### config.mk
export PLATFORM = sky130hd
export DESIGN_NAME = cpu_pc_stack
export DESIGN_NICKNAME = d
export VERILOG_FILES = /design/src/rtl/cpu_pc_stack.sv
export SDC_FILE = /design/constraint.sdc
export NUM_CORES = 1
export LEC_CHECK = 0
export ABC_AREA = 1
export CAP_MARGIN = 20
export CORE_ASPECT_RATIO = 0.8
export CORE_MARGIN = 2
export CORE_UTILIZATION = 45
export DETAILED_ROUTE_END_ITERATION = 7
export PLACE_DENSITY_LB_ADDON = 0.3
export SYNTH_ARGS = -nofsm -noshare
export SYNTH_HDL_FRONTEND = slang
export SYNTH_SLANG_ARGS = --single-unit
### constraint.sdc
create_clock -name clk -period 5.5 [get_ports clk]
set_clock_uncertainty 0.1 [all_clocks]
set_input_delay 1.1 -clock clk [delete_from_list [all_inputs] [get_ports clk]]
set_output_delay 1.1 -clock clk [all_outputs]
set_load 0.005 [all_outputs]
### src/rtl/cpu_pc_stack.sv
// Program counter with a return-address stack for call/ret.
// One command per edge, priority load > call > ret > inc; err is a sticky over/underflow flag.
module cpu_pc_stack #(
    parameter int N     = 8,
    parameter int DEPTH = 4,
    localparam int SPW  = $clog2(DEPTH + 1)
) (
    input  logic           clk,
    input  logic           rst,
    input  logic [N-1:0]   d,
    input  logic           load,
    input  logic           inc,
    input  logic           call,
    input  logic           ret,
    input  logic           clr_err,
    output logic [N-1:0]   q,
    output logic [SPW-1:0] sp,
    output logic           full,
    output logic           empty,
    output logic           err
);

    localparam int IW = (DEPTH > 1) ? $clog2(DEPTH) : 1;

    logic [N-1:0]   r_q;
    logic [SPW-1:0] r_sp;
    logic           r_err;
    logic [N-1:0]   r_stack [0:DEPTH-1];

    logic [N-1:0]   w_q_next;
    logic [SPW-1:0] w_sp_next;
    logic           w_err_set;
    logic           w_push;
    logic [SPW-1:0] w_top;
    logic [N-1:0]   w_ret_addr;
    logic           w_full;
    logic           w_empty;

    assign w_full     = (r_sp == SPW'(DEPTH));
    assign w_empty    = (r_sp == '0);
    assign w_top      = r_sp - SPW'(1);
    assign w_ret_addr = r_q + N'(1);

    always_comb begin
        w_q_next  = r_q;
        w_sp_next = r_sp;
        w_err_set = 1'b0;
        w_push    = 1'b0;
        if (load) begin
            w_q_next = d;
        end else if (call) begin
            if (w_full) begin
                w_err_set = 1'b1;
            end else begin
                w_push    = 1'b1;
                w_sp_next = r_sp + SPW'(1);
                w_q_next  = d;
            end
        end else if (ret) begin
            if (w_empty) begin
                w_err_set = 1'b1;
            end else begin
                w_sp_next = w_top;
                w_q_next  = r_stack[w_top[IW-1:0]];
            end
        end else if (inc) begin
            w_q_next = r_q + N'(1);
        end
    end

    always_ff @(posedge clk or posedge rst) begin
        if (rst) begin
            r_q   <= '0;
            r_sp  <= '0;
            r_err <= 1'b0;
        end else begin
            r_q   <= w_q_next;
            r_sp  <= w_sp_next;
            // a new over/underflow wins over a same-cycle clear
            r_err <= w_err_set | (r_err & ~clr_err);
        end
    end

    // Storage is left unreset; entries at or above sp are never read.
    always_ff @(posedge clk) begin
        if (w_push && !rst) begin
            r_stack[r_sp[IW-1:0]] <= w_ret_addr;
        end
    end

    assign q     = r_q;
    assign sp    = r_sp;
    assign err   = r_err;
    assign full  = w_full;
    assign empty = w_empty;

endmodule

After elaboration in Yosys (flattened, before gate mapping):

Memory sizes are Yosys's and may differ from the RTL's.
Cells that the tools add are included.

* bits in registers: 12
* RAM bits: 32
* input port bits: 15
* output and inout port bits: 14
* memories: 1

Memory list
* r_stack: depth 4, width 8, read ports 1, clocked after Yosys merged registers in 0, wr ports 1, RTL line 28 `logic [N-1:0] r_stack [0:DEPTH-1];`

* $add $sub $neg: 3
* equal/unequal tests: 5
* multiplexer cells: 20
* bitwise operators: 4
* reduce and logical (&&, ||, !) cells: 7

Operator list (count)
* 8-bit two-way mux: 6
* 3-bit two-way mux: 4
* 1-bit two-way mux: 10
* 8-bit by 1-bit adder with 8-bit output (second input constant): 1
* 2-bit inequality test (second input constant): 2
* 4-bit inequality test (second input constant): 1
* 4-bit AND reduction: 1
* 4-bit nonzero test: 1
* 3-bit by 1-bit adder with 3-bit output (second input constant): 1
* 3-bit == test (second input constant): 1
* 3-bit logical NOT: 1
* 3-bit inequality test (second input constant): 1
* 3-bit AND reduction: 1
* 3-bit by 1-bit subtractor with 3-bit output (second input constant): 1
* 1-bit inverter: 2
* 2-bit nonzero test: 1
* 1-bit AND: 1
* 1-bit logical AND: 1
* 1-bit logical NOT: 1
* 1-bit bitwise OR: 1

Depth between registers and ports, before layout:

Gate-level depths: netlist of the first run.

* word-level depth: 7
* depth in mapped cells: 12
* mapped depth without buffers: 9

Worst setup path before layout of the first run:

No wires, ideal clock.

* kind: input to register
* from: input rst
* to: memory r_stack[1][0], enable pin
* setup time: 0.371 ns
* arrival time: 1.973 ns
* data required time: 5.029 ns
* path slack: 3.057 ns
* stages on the path: 3
* buffers on the path: 0
* path through: inv_1 > nand3_1 > nor2_1

* cells in the longest elaborated chain, start to end: 4

RTL lines
* from (decl): RTL line 9 `input logic rst,`
* 1-bit logical NOT: RTL line 86 `if (w_push && !rst) begin`
* 1-bit logical AND: RTL line 86
* 1-bit two-way mux: RTL line 86
* 1-bit two-way mux (not written as such): RTL line 87 `r_stack[r_sp[IW-1:0]] <= w_ret_addr;`
* to (decl): RTL line 28

No other way between the ends.

Worst setup path after layout of the first run:

* from: register r_sp[0] (netlist: sp[0])
* to: output empty

* cells in the longest elaborated chain, start to end: 1

RTL lines
* from (decl): RTL line 26 `logic [SPW-1:0] r_sp;`
* from (signal assigned): RTL line 78 `r_sp <= w_sp_next;`
* 3-bit logical NOT: RTL line 40 `assign w_empty = (r_sp == '0);`
* to (decl): RTL line 19 `output logic empty,`

No other way between the ends.

==> results of run 1 <==
[cell type report]
class / instances / area share
multi-input cells: 167 / 0.316
flip-flops and latches: 44 / 0.473
clock inverters: 3 / 0.0160
well taps: 62 / 0.0291
repair buffers: 28 / 0.105
inverters: 24 / 0.0347
clock buffers: 5 / 0.0258
[power by group through the flow]
stage | clock (mW) | sequential, mW | combinational (mW)
floorplan | 0 | 0.473 | 0.333
global placement | 0 | 0.499 | 0.461
detailed placement | 0 | 0.498 | 0.469
CTS | 0.246 | 0.492 | 0.470
global route | 0.263 | 0.501 | 0.529
finish | 0.241 | 0.494 | 0.470
[state kept, by name, indices dropped and copies added (netlist names)]
signal / flops
err: 1
q: 8
r_stack: 32
sp: 3
[per-stage QoR]
| stage | worst slack, ps | total power, mW | hold slack (ps) | util | area (um2) |
|---|---|---|---|---|---|
| final | 1980 | 1.20 | 449 | 0.542 | 2670 |
| after global routing | 1840 | 1.29 | 479 | 0.542 | 2670 |
| after CTS | 2000 | 1.21 | 447 | 0.542 | 2670 |
| after detailed placement | 2170 | 0.967 | 431 | 0.519 | 2550 |
| after global placement | 2270 | 0.960 | 441 | 0.519 | 2550 |
| after floorplan | 3060 | 0.806 | 406 | - | 2260 |
[metal layers]
metal / GRT usage / vias up / routed length (um) / share of wire
li1: - / 849 / - / -
met1: 0.284 / 732 / 2570 / 0.54
met2: 0.248 / 47 / 1880 / 0.39
met3: 0.0440 / 7 / 254 / 0.053
met4: 0.0492 / 0 / 57 / 0.012
met5: 0 / - / 0 / 0
[worst max path at each step]
stage / endpoint / slack, ps / cells past startpoint
after floorplan: r_stack[1][0] / 3060 / 3
after CTS: empty / 2000 / 5
after global placement: r_stack[1][5] / 2270 / 5
after detailed placement: r_stack[1][5] / 2170 / 5
after global routing: empty / 1840 / 5
final: empty / 1980 / 5
[layout by cell type (no fill, tap or decap)]
cell type,count
inv_4,1
edfxtp_1,32
nor2_2,1
a21boi_1,5
inv_1,20
nand3_1,23
clkdlybuf4s50_1,28
a21oi_2,2
nor2_1,27
nand3b_2,1
o21ai_1,1
o21ai_0,10
bufinv_16,1
xnor2_1,1
inv_2,2
dfrtp_1,12
nand2_1,71
clkinv_4,1
nand3_4,1
o211ai_1,1
nor2_8,1
xor2_1,2
nand4_1,1
clkinv_1,2
ha_1,6
a21boi_0,2
nand3_2,2
a21oi_1,9
clkbuf_8,5
[cells by family after synthesis]
kind of cell / Yosys count / share of synthesized area
AO/OA/AOI/OAI: 30 / 0.0787
AND/OR/NAND/NOR: 128 / 0.250
flip-flops: 44 / 0.559
buffers and inverters: 31 / 0.0676
XOR/XNOR: 3 / 0.0116
adder cells (fa/ha/maj): 6 / 0.0333
[cells in the mapped netlist, drive strengths merged]
| library cell | number |
|---|---|
| buf | 6 |
| nand3b | 1 |
| nand2 | 71 |
| a21oi | 11 |
| xor2 | 2 |
| o211ai | 1 |
| a21boi | 7 |
| nand4 | 1 |
| edfxtp | 32 |
| xnor2 | 1 |
| clkbuf | 1 |
| clkinv | 1 |
| nand3 | 26 |
| nor2 | 29 |
| o21ai | 11 |
| dfrtp | 12 |
| ha | 6 |
| inv | 23 |
==> metrics.txt, run 1 <==
status finished clean; Total GRT Usage 0.182; switching share of power 0.374; RR Startpoint sp[0]; cells after synthesis approximately 240; Final Non-Filler Cells ~330; Total Routed Length approximately 4800 um; share of cells above drive strength 1 0.0664; area leader, netlist edfxtp_1; FF+latch area 1260 um2; DRC viols 0; switching pwr roughly 0.45 mW; Fmax 284 MHz; relative slew slack 0.513; drt wl/cell between 10 and 15 um; Area Growth Syn to Fin 18.1%; first-pass GRT wire length approximately 7700 um; sequential area share after synthesis 0.559; endpoints failing hold 0; reg2reg end r_stack[3][0]; CP Cell Sequence inv_4 -> ha_1 -> inv_1 -> nor2_1 -> clkdlybuf4s50_1; Hold Path End sp[2]; iteration-0 DRC count of the detailed router about 150; Register-to-Register Setup Slack between 2000 and 3000 ps; slowest CP cell dfrtp_1; sequential share of power 0.410; Worst-Skew Late Latency 290 ps; post-synthesis register bit count between 40 and 50; WP buf/inv 3; crit path DAT 2320 ps; share of the synthesized area in the top cell type 0.426; Num CTS Buffers 5; critical path required time 4300 ps; Critical Path Source Type register; leakage around 1.1 nW; Vias 1635; launch point of the worst path sp[0]; hpwl dp between 3000 and 4000 um; initial antenna violation count 0; Comb power frac 0.390; Reg2Reg Depth 7; CP endpoint kind primary output; Power Density between 400 and 500 nW/um2; main area contributors after synthesis edfxtp_1 (43%), dfrtp_1 (13%), nand2_1 (12%), nand3_1 (5.1%), nor2_1 (4.5%); # diodes 0; Final ANT Viol Nets 0; Resized Gates After CTS 0; Tmin final approximately 3500 ps; CTS Hold Buffers Added 0; count of cell types in the netlist 29; Avg Cell Area, Syn between 9 and 10 um2; IO buf count 28; Vias/cell about 4.9; Multi-input gate area about 840 um2; CTS clk-pin slew, worst paths approximately 80 ps; Hold Path Origin sp[2]; CTS root buffer clkbuf_8; chip height 67.3 um; Crit Path Class reg2out; syn nets 263; row cnt 23; Die Wd between 80 and 90 um; Clock Path Buffers 2; Max VDD drop 0.209 mV; Post-CTS Setup Repair Bufs 0; CTS sink cnt 44; full die area 5600 um2; worst hold path type reg2reg; setup TNS 0 ps; period utilisation layout 0.640; final global-route overflow total 0; max_cap viols 0; cell family with most CP delay buffers and inverters; fin. max-slew vios 0; largest net degree at the start of global routing 22; RSZ-0062 raised after global routing no; placed insts 325; CTS tree built; Warnings, synthesis 0; H-tree levels 2; vias in the first global route 1470; internal power roughly 0.75 mW; slew at the pin closest to its max-slew limit 730 ps; Max stage delay on crit path 660 ps; Initial Util 0.459; core box area between 4000 and 5000 um2; Mapped Area between 2000 and 2500 um2; Worst Path Max Fanout 21; Final setup viols 0; fill count between 400 and 500; RePlAce Congestion 0.873; number of top-level pins 29; fin nets between 200 and 300; hold path cells 1; clock power share 0.200; TritonRoute pass-1 iters 4
No activity file was read; power rests on OpenSTA's default activity.
==> run 2: changes to the inputs <==
- clock period: 5.5 -> 3.25 ns (I/O delays scaled with it)
==> run 2 against run 1 <==
  * Sequential share of layout area decreased by 0.11 points
  * Total power increased by 64%
  * Critical path depth unchanged
  * Clock-buffer cell count unchanged
  * Clock power increased by 37%
  * Sequential power increased by 61%
  * Core utilization increased by 0.13 points
  * Non-clock buffer count increased by 4
  * Global-route usage decreased by 0.41 points
  * Critical path type unchanged
  * Highest routed layer unchanged
==> metrics.txt, run 2 (same netlist as run 1, synthesis figures left out) <==
H-tree levels 2 (unchanged); Initial Util 0.459 (unchanged); Crit. path cell count 5 (unchanged); Worst Path Max Fanout 19 (-9.5%); setup ws final 612 ps (-1370 ps); Die Wd 83.2 um (unchanged); fin nets 295 (+1.4%); CTS clk-pin slew, worst paths 90 ps (about the same); hold slack 438 ps (-12.0 ps); # diodes 0 (unchanged); Worst-Skew Late Latency 300 ps (about the same); core box area 4920 um2 (unchanged); Reg2Reg Depth 7 (unchanged); row cnt 23 (unchanged); TritonRoute pass-1 iters 4 (unchanged); status finished clean; worst setup path endpoint empty; CTS Hold Buffers Added 0 (unchanged); Total GRT Usage 0.178 (-0.00412); CTS tree built; Clock Path Buffers 2 (unchanged); setup TNS 0 ps (unchanged); Area Growth Syn to Fin 18.4%; max_cap viols 0 (unchanged); share of cells above drive strength 1 0.0800 (+0.0136); launch point of the worst path sp[0]; slowest CP cell clkdlybuf4s50_1; largest net degree at the start of global routing 21 (-4.5%); period utilisation layout 0.812; Max VDD drop 0.353 mV (+69%); initial antenna violation count 0 (unchanged); slew at the pin closest to its max-slew limit 686 ps (-44.4 ps); RSZ-0062 raised after global routing no; drt wl/cell 13.3 um (-6.8%); IO buf count 28 (unchanged); Resized Gates After CTS 0 (unchanged); final global-route overflow total 0 (unchanged); hpwl dp 3390 um (-5.7%); Total Routed Length 4490 um (-5.7%); Multi-input gate area 843 um2 (unchanged); commonest non-fill, non-tap cell in the layout nand2_1; Register-to-Register Setup Slack 1040 ps (-1650 ps); critical path required time 2500 ps (-1800 ps); fin. max-slew vios 0 (unchanged); Max stage delay on crit path 550 ps (-110 ps); Crit Path Class reg2out; CP Cell Sequence inv_4 -> ha_1 -> inv_1 -> nor2_1 -> clkdlybuf4s50_1; crit path DAT 1890 ps (-430 ps); Core Util, Final 0.543 (+0.00127); leakage 1.11 nW (+0.11%); CTS sink cnt 44 (unchanged); cell family with most CP delay buffers and inverters; iteration-0 DRC count of the detailed router 100 (-33%); CP endpoint kind primary output; reg2reg end r_stack[3][3]; first-pass GRT wire length 7610 um (-1.1%); Vias/cell 4.83 (-1.6%); DRC viols 0 (unchanged); worst hold path type reg2reg; Fmax about 380 MHz; FF+latch area 1260 um2 (unchanged); Power Density 741 nW/um2 (+64%); Largest register FFs 32 (unchanged); Tmin final around 2600 ps; Post-CTS Setup Repair Bufs 0 (unchanged); WP buf/inv 3 (unchanged); Num CTS Buffers 5 (unchanged); commonest non-fill, non-tap cells in the layout nand2_1 (71), edfxtp_1 (32), clkdlybuf4s50_1 (28); Hold Path Origin sp[2]; fill count 456 (+7.5%); CTS root buffer clkbuf_8; RePlAce Congestion 0.776 (-11%); Critical Path Source Type register; full die area 5600 um2 (unchanged); Vias 1628 (-0.43%); Final ANT Viol Nets 0 (unchanged); endpoints failing hold 0 (unchanged); chip height 67.3 um (unchanged); vias in the first global route 1542 (+4.9%); pre-CTS setup slack 671 ps (-1500 ps); Final setup viols 0 (unchanged); RR Startpoint sp[0]; number of top-level pins 29 (unchanged); relative slew slack 0.541 (+0.0279)
==> run 2: cell count changes in the layout (fill, tap and decap cells not counted) <==
cell,delta
buf_4,+4
bufinv_16,-1
clkinv_4,-1
clkinvlp_4,+2
==> run 2: stage by stage <==
step                      area, um2  power (mW)  instances
after floorplan                2260        1.36        242
after global placement         2580        1.65        329
after detailed placement       2580        1.66        329
after CTS                      2670        1.99        337
after global routing           2670        2.14        337
final                          2670        1.98        337
==> run 2: worst register-to-register path, delay by kind of cell, from the launching register on <==
kind | cells | cell delay [ps]
flops | 1 | 390
simple gates | 4 | 950
fa+ha+maj | 1 | 230
buf+inv | 2 | 180
==> run 2: final cells by class <==
class | instances | area share
inverter | 24 | 0.0346
tap | 62 | 0.0290
clock buffer | 5 | 0.0257
multi-input combinational | 167 | 0.316
timing repair buffer | 32 | 0.116
sequential | 44 | 0.472
clock inverter | 3 | 0.00702
==> run 2: worst min-delay path by stage <==
stage,cells after the start,endpoint,slack (ps)
after floorplan,1,sp[2],410
after global placement,1,sp[2],420
after detailed placement,1,sp[2],410
after CTS,1,sp[2],440
after global routing,1,sp[2],470
final,1,sp[2],440
==> run 2: where the power goes <==
group / switching (mW) / total, mW / leakage [nW] / internal [mW]
logic: 0.524 / 0.854 / 0.643 / 0.330
clock network: 0.182 / 0.331 / 0.0378 / 0.148
registers: 0.0667 / 0.796 / 0.432 / 0.729
total: 0.773 / 1.98 / 1.11 / 1.21
==> run 2: per-layer routing <==
metal	share of wire	GRT usage	vias to the layer above
met5	0	0	-
met1	0.55	0.266	730
met4	0.0085	0.0492	0
met3	0.043	0.0355	4
met2	0.40	0.264	37
li1	-	-	857
==> run 3: changes to the inputs <==
- clock period: 3.25 -> 2.2 ns (I/O delays scaled with it)
==> run 3 against run 2 <==
  * Cell count increased by 3.0%
  * Die area did not move
  * Clock power is 48% higher
  * Sequential share of layout area fell by 1.5 points
  * Core utilization rose by 1.8 points
  * Worst setup slack worse by 500 ps
  * Combinational power rose by 65%
  * Flip-flop and latch count stayed put
  * Cell area rose by 3.3%
  * Clock-buffer cell count unchanged
  * Worst hold slack got worse by 67 ps
  * Sequential power rose by 48%
  * Critical path type unchanged
  * Critical endpoint is now full
  * Highest routed layer unchanged
==> metrics.txt, run 3 (same netlist as run 1, synthesis figures left out) <==
reg2reg end q[1]; Worst Path Max Fanout 3 (-16); # diodes 0 (unchanged); Vias 1690 (+3.8%); hpwl dp 3470 um (+2.6%); TritonRoute pass-1 iters 4 (unchanged); number of top-level pins 29 (unchanged); fill count 429 (-5.9%); iteration-0 DRC count of the detailed router 140 (+40%); critical path required time 1660 ps (-840 ps); chip height 67.3 um (unchanged); Largest register FFs 32 (unchanged); Die Wd 83.2 um (unchanged); relative slew slack 0.778 (+0.236); CTS Hold Buffers Added 0 (unchanged); fin. max-slew vios 0 (unchanged); CTS sink cnt 44 (unchanged); DRC viols 0 (unchanged); initial antenna violation count 0 (unchanged); drt wl/cell 14.0 um (+5.4%); Vias/cell 4.87 (+0.82%); Critical Path Source Type register; CTS clk-pin slew, worst paths 80 ps (about the same); CTS root buffer clkbuf_8; Comb power frac 0.457 (+0.026); clock power share 0.160 (-0.007); Power Density 1110 nW/um2 (+50%); Total GRT Usage 0.188 (+0.0104); final global-route overflow total 0 (unchanged); core box area 4920 um2 (unchanged); Final setup viols 0 (unchanged); RePlAce Congestion 0.824 (+6.1%); max_cap viols 0 (unchanged); row cnt 23 (unchanged); crit path DAT 1550 ps (-340 ps); Total Routed Length 4870 um (+8.5%); launch point of the worst path sp[0]; CTS tree built; switching pwr 1.20 mW (+55%); Reg2Reg Depth 8 (+1); Crit Path Class reg2out; Core Util, Final 0.561 (+0.0181); share of cells above drive strength 1 0.126 (+0.0463); fin nets 305 (+3.4%); switching share of power 0.390 (about the same); sequential share of power 0.383 (-0.019); pre-CTS setup slack 185 ps (-487 ps); Num CTS Buffers 5 (unchanged); largest net degree at the start of global routing 21 (unchanged); H-tree levels 2 (unchanged); period utilisation layout 0.949; Max VDD drop 0.722 mV (+100%); internal power 1.87 mW (+55%); IO buf count 28 (unchanged); worst hold path type in2async; vias in the first global route 1563 (+1.4%); first-pass GRT wire length 7980 um (+4.9%); RSZ-0062 raised after global routing no; Worst-Skew Late Latency 290 ps (about the same); Fmax approximately 480 MHz; Initial Util 0.459 (unchanged); slew at the pin closest to its max-slew limit 332 ps (-353 ps); RR Startpoint sp[0]; commonest non-fill, non-tap cell in the layout nand2_1; Tmin final about 2100 ps; full die area 5600 um2 (unchanged); status finished clean; commonest non-fill, non-tap cells in the layout nand2_1 (71), edfxtp_1 (32), clkdlybuf4s50_1 (27); setup ws final 111 ps (-501 ps); Register-to-Register Setup Slack 460 ps (-580 ps); Clock Path Buffers 2 (unchanged); CP endpoint kind primary output; Final ANT Viol Nets 0 (unchanged); endpoints failing hold 0 (unchanged); Area Growth Syn to Fin 22.3%; leakage 1.17 nW (+4.7%)
[run 3: cell types whose count changed in the layout (fill, tap and decap cells not counted), sizes merged]
cell           delta
buf              +10
dlygate4sd2       +1
clkdlybuf4s50     -1
[run 3: worst max path at each step]
stage                    endpoint  slack, ps  cells past startpoint
global placement            empty        170                      5
detailed placement          empty        180                      5
CTS                          full          8                      5
finish                       full        110                      5
floorplan           r_stack[1][0]         -2                      9
global route                 full          3                      5
[run 3: layout make-up]
cell class,count,area [um2],area share
clock inverter,3,18.8,0.00680
sequential,44,1260,0.457
clock buffer,5,68.8,0.0249
multi-input combinational,167,858,0.311
tap,62,77.6,0.0281
timing repair buffer,42,384,0.139
inverter,24,92.6,0.0335
[run 3: metrics by stage]
| stage | hold slack [ps] | instances | instance area, um2 | setup TNS [ps] | total power [mW] |
|---|---|---|---|---|---|
| after floorplan | 213 | 242 | 2260 | -60.7 | 2.02 |
| after global placement | 443 | 336 | 2640 | 0 | 2.51 |
| after detailed placement | 443 | 336 | 2640 | 0 | 2.52 |
| after CTS | 374 | 345 | 2740 | 0 | 3.03 |
| after global routing | 395 | 347 | 2760 | 0 | 3.31 |
| final | 370 | 347 | 2760 | 0 | 3.07 |
[run 3: power groups by stage]
stage | Clock (mW) | Sequential (mW) | Combinational [mW]
after detailed placement | 0 | 1.20 | 1.33
final | 0.491 | 1.18 | 1.41
after global placement | 0 | 1.19 | 1.31
after floorplan | 0 | 1.18 | 0.832
after CTS | 0.498 | 1.18 | 1.35
after global routing | 0.537 | 1.19 | 1.58
[run 3: critical path, cell delays in order (launching register included)]
cell and delay (ps):
dfrtp_1 410, inv_4 70, ha_4 140, nand2_1 60
inv_2 70, clkdlybuf4s50_1 500
[run 3: repair_timing]
action                                  CTS  global route
endpoints found under the hold margin     0             0
gates resized for setup                   4             2
endpoints found under the setup margin    2             1
setup buffers                             1             2
[run 3: per-layer routing]
layer,track usage,wire (um),up-vias
met2,0.283,2110,38
met5,0,0,-
met1,0.280,2520,768
met4,0.0553,45,0
met3,0.0342,195,4
li1,-,-,880
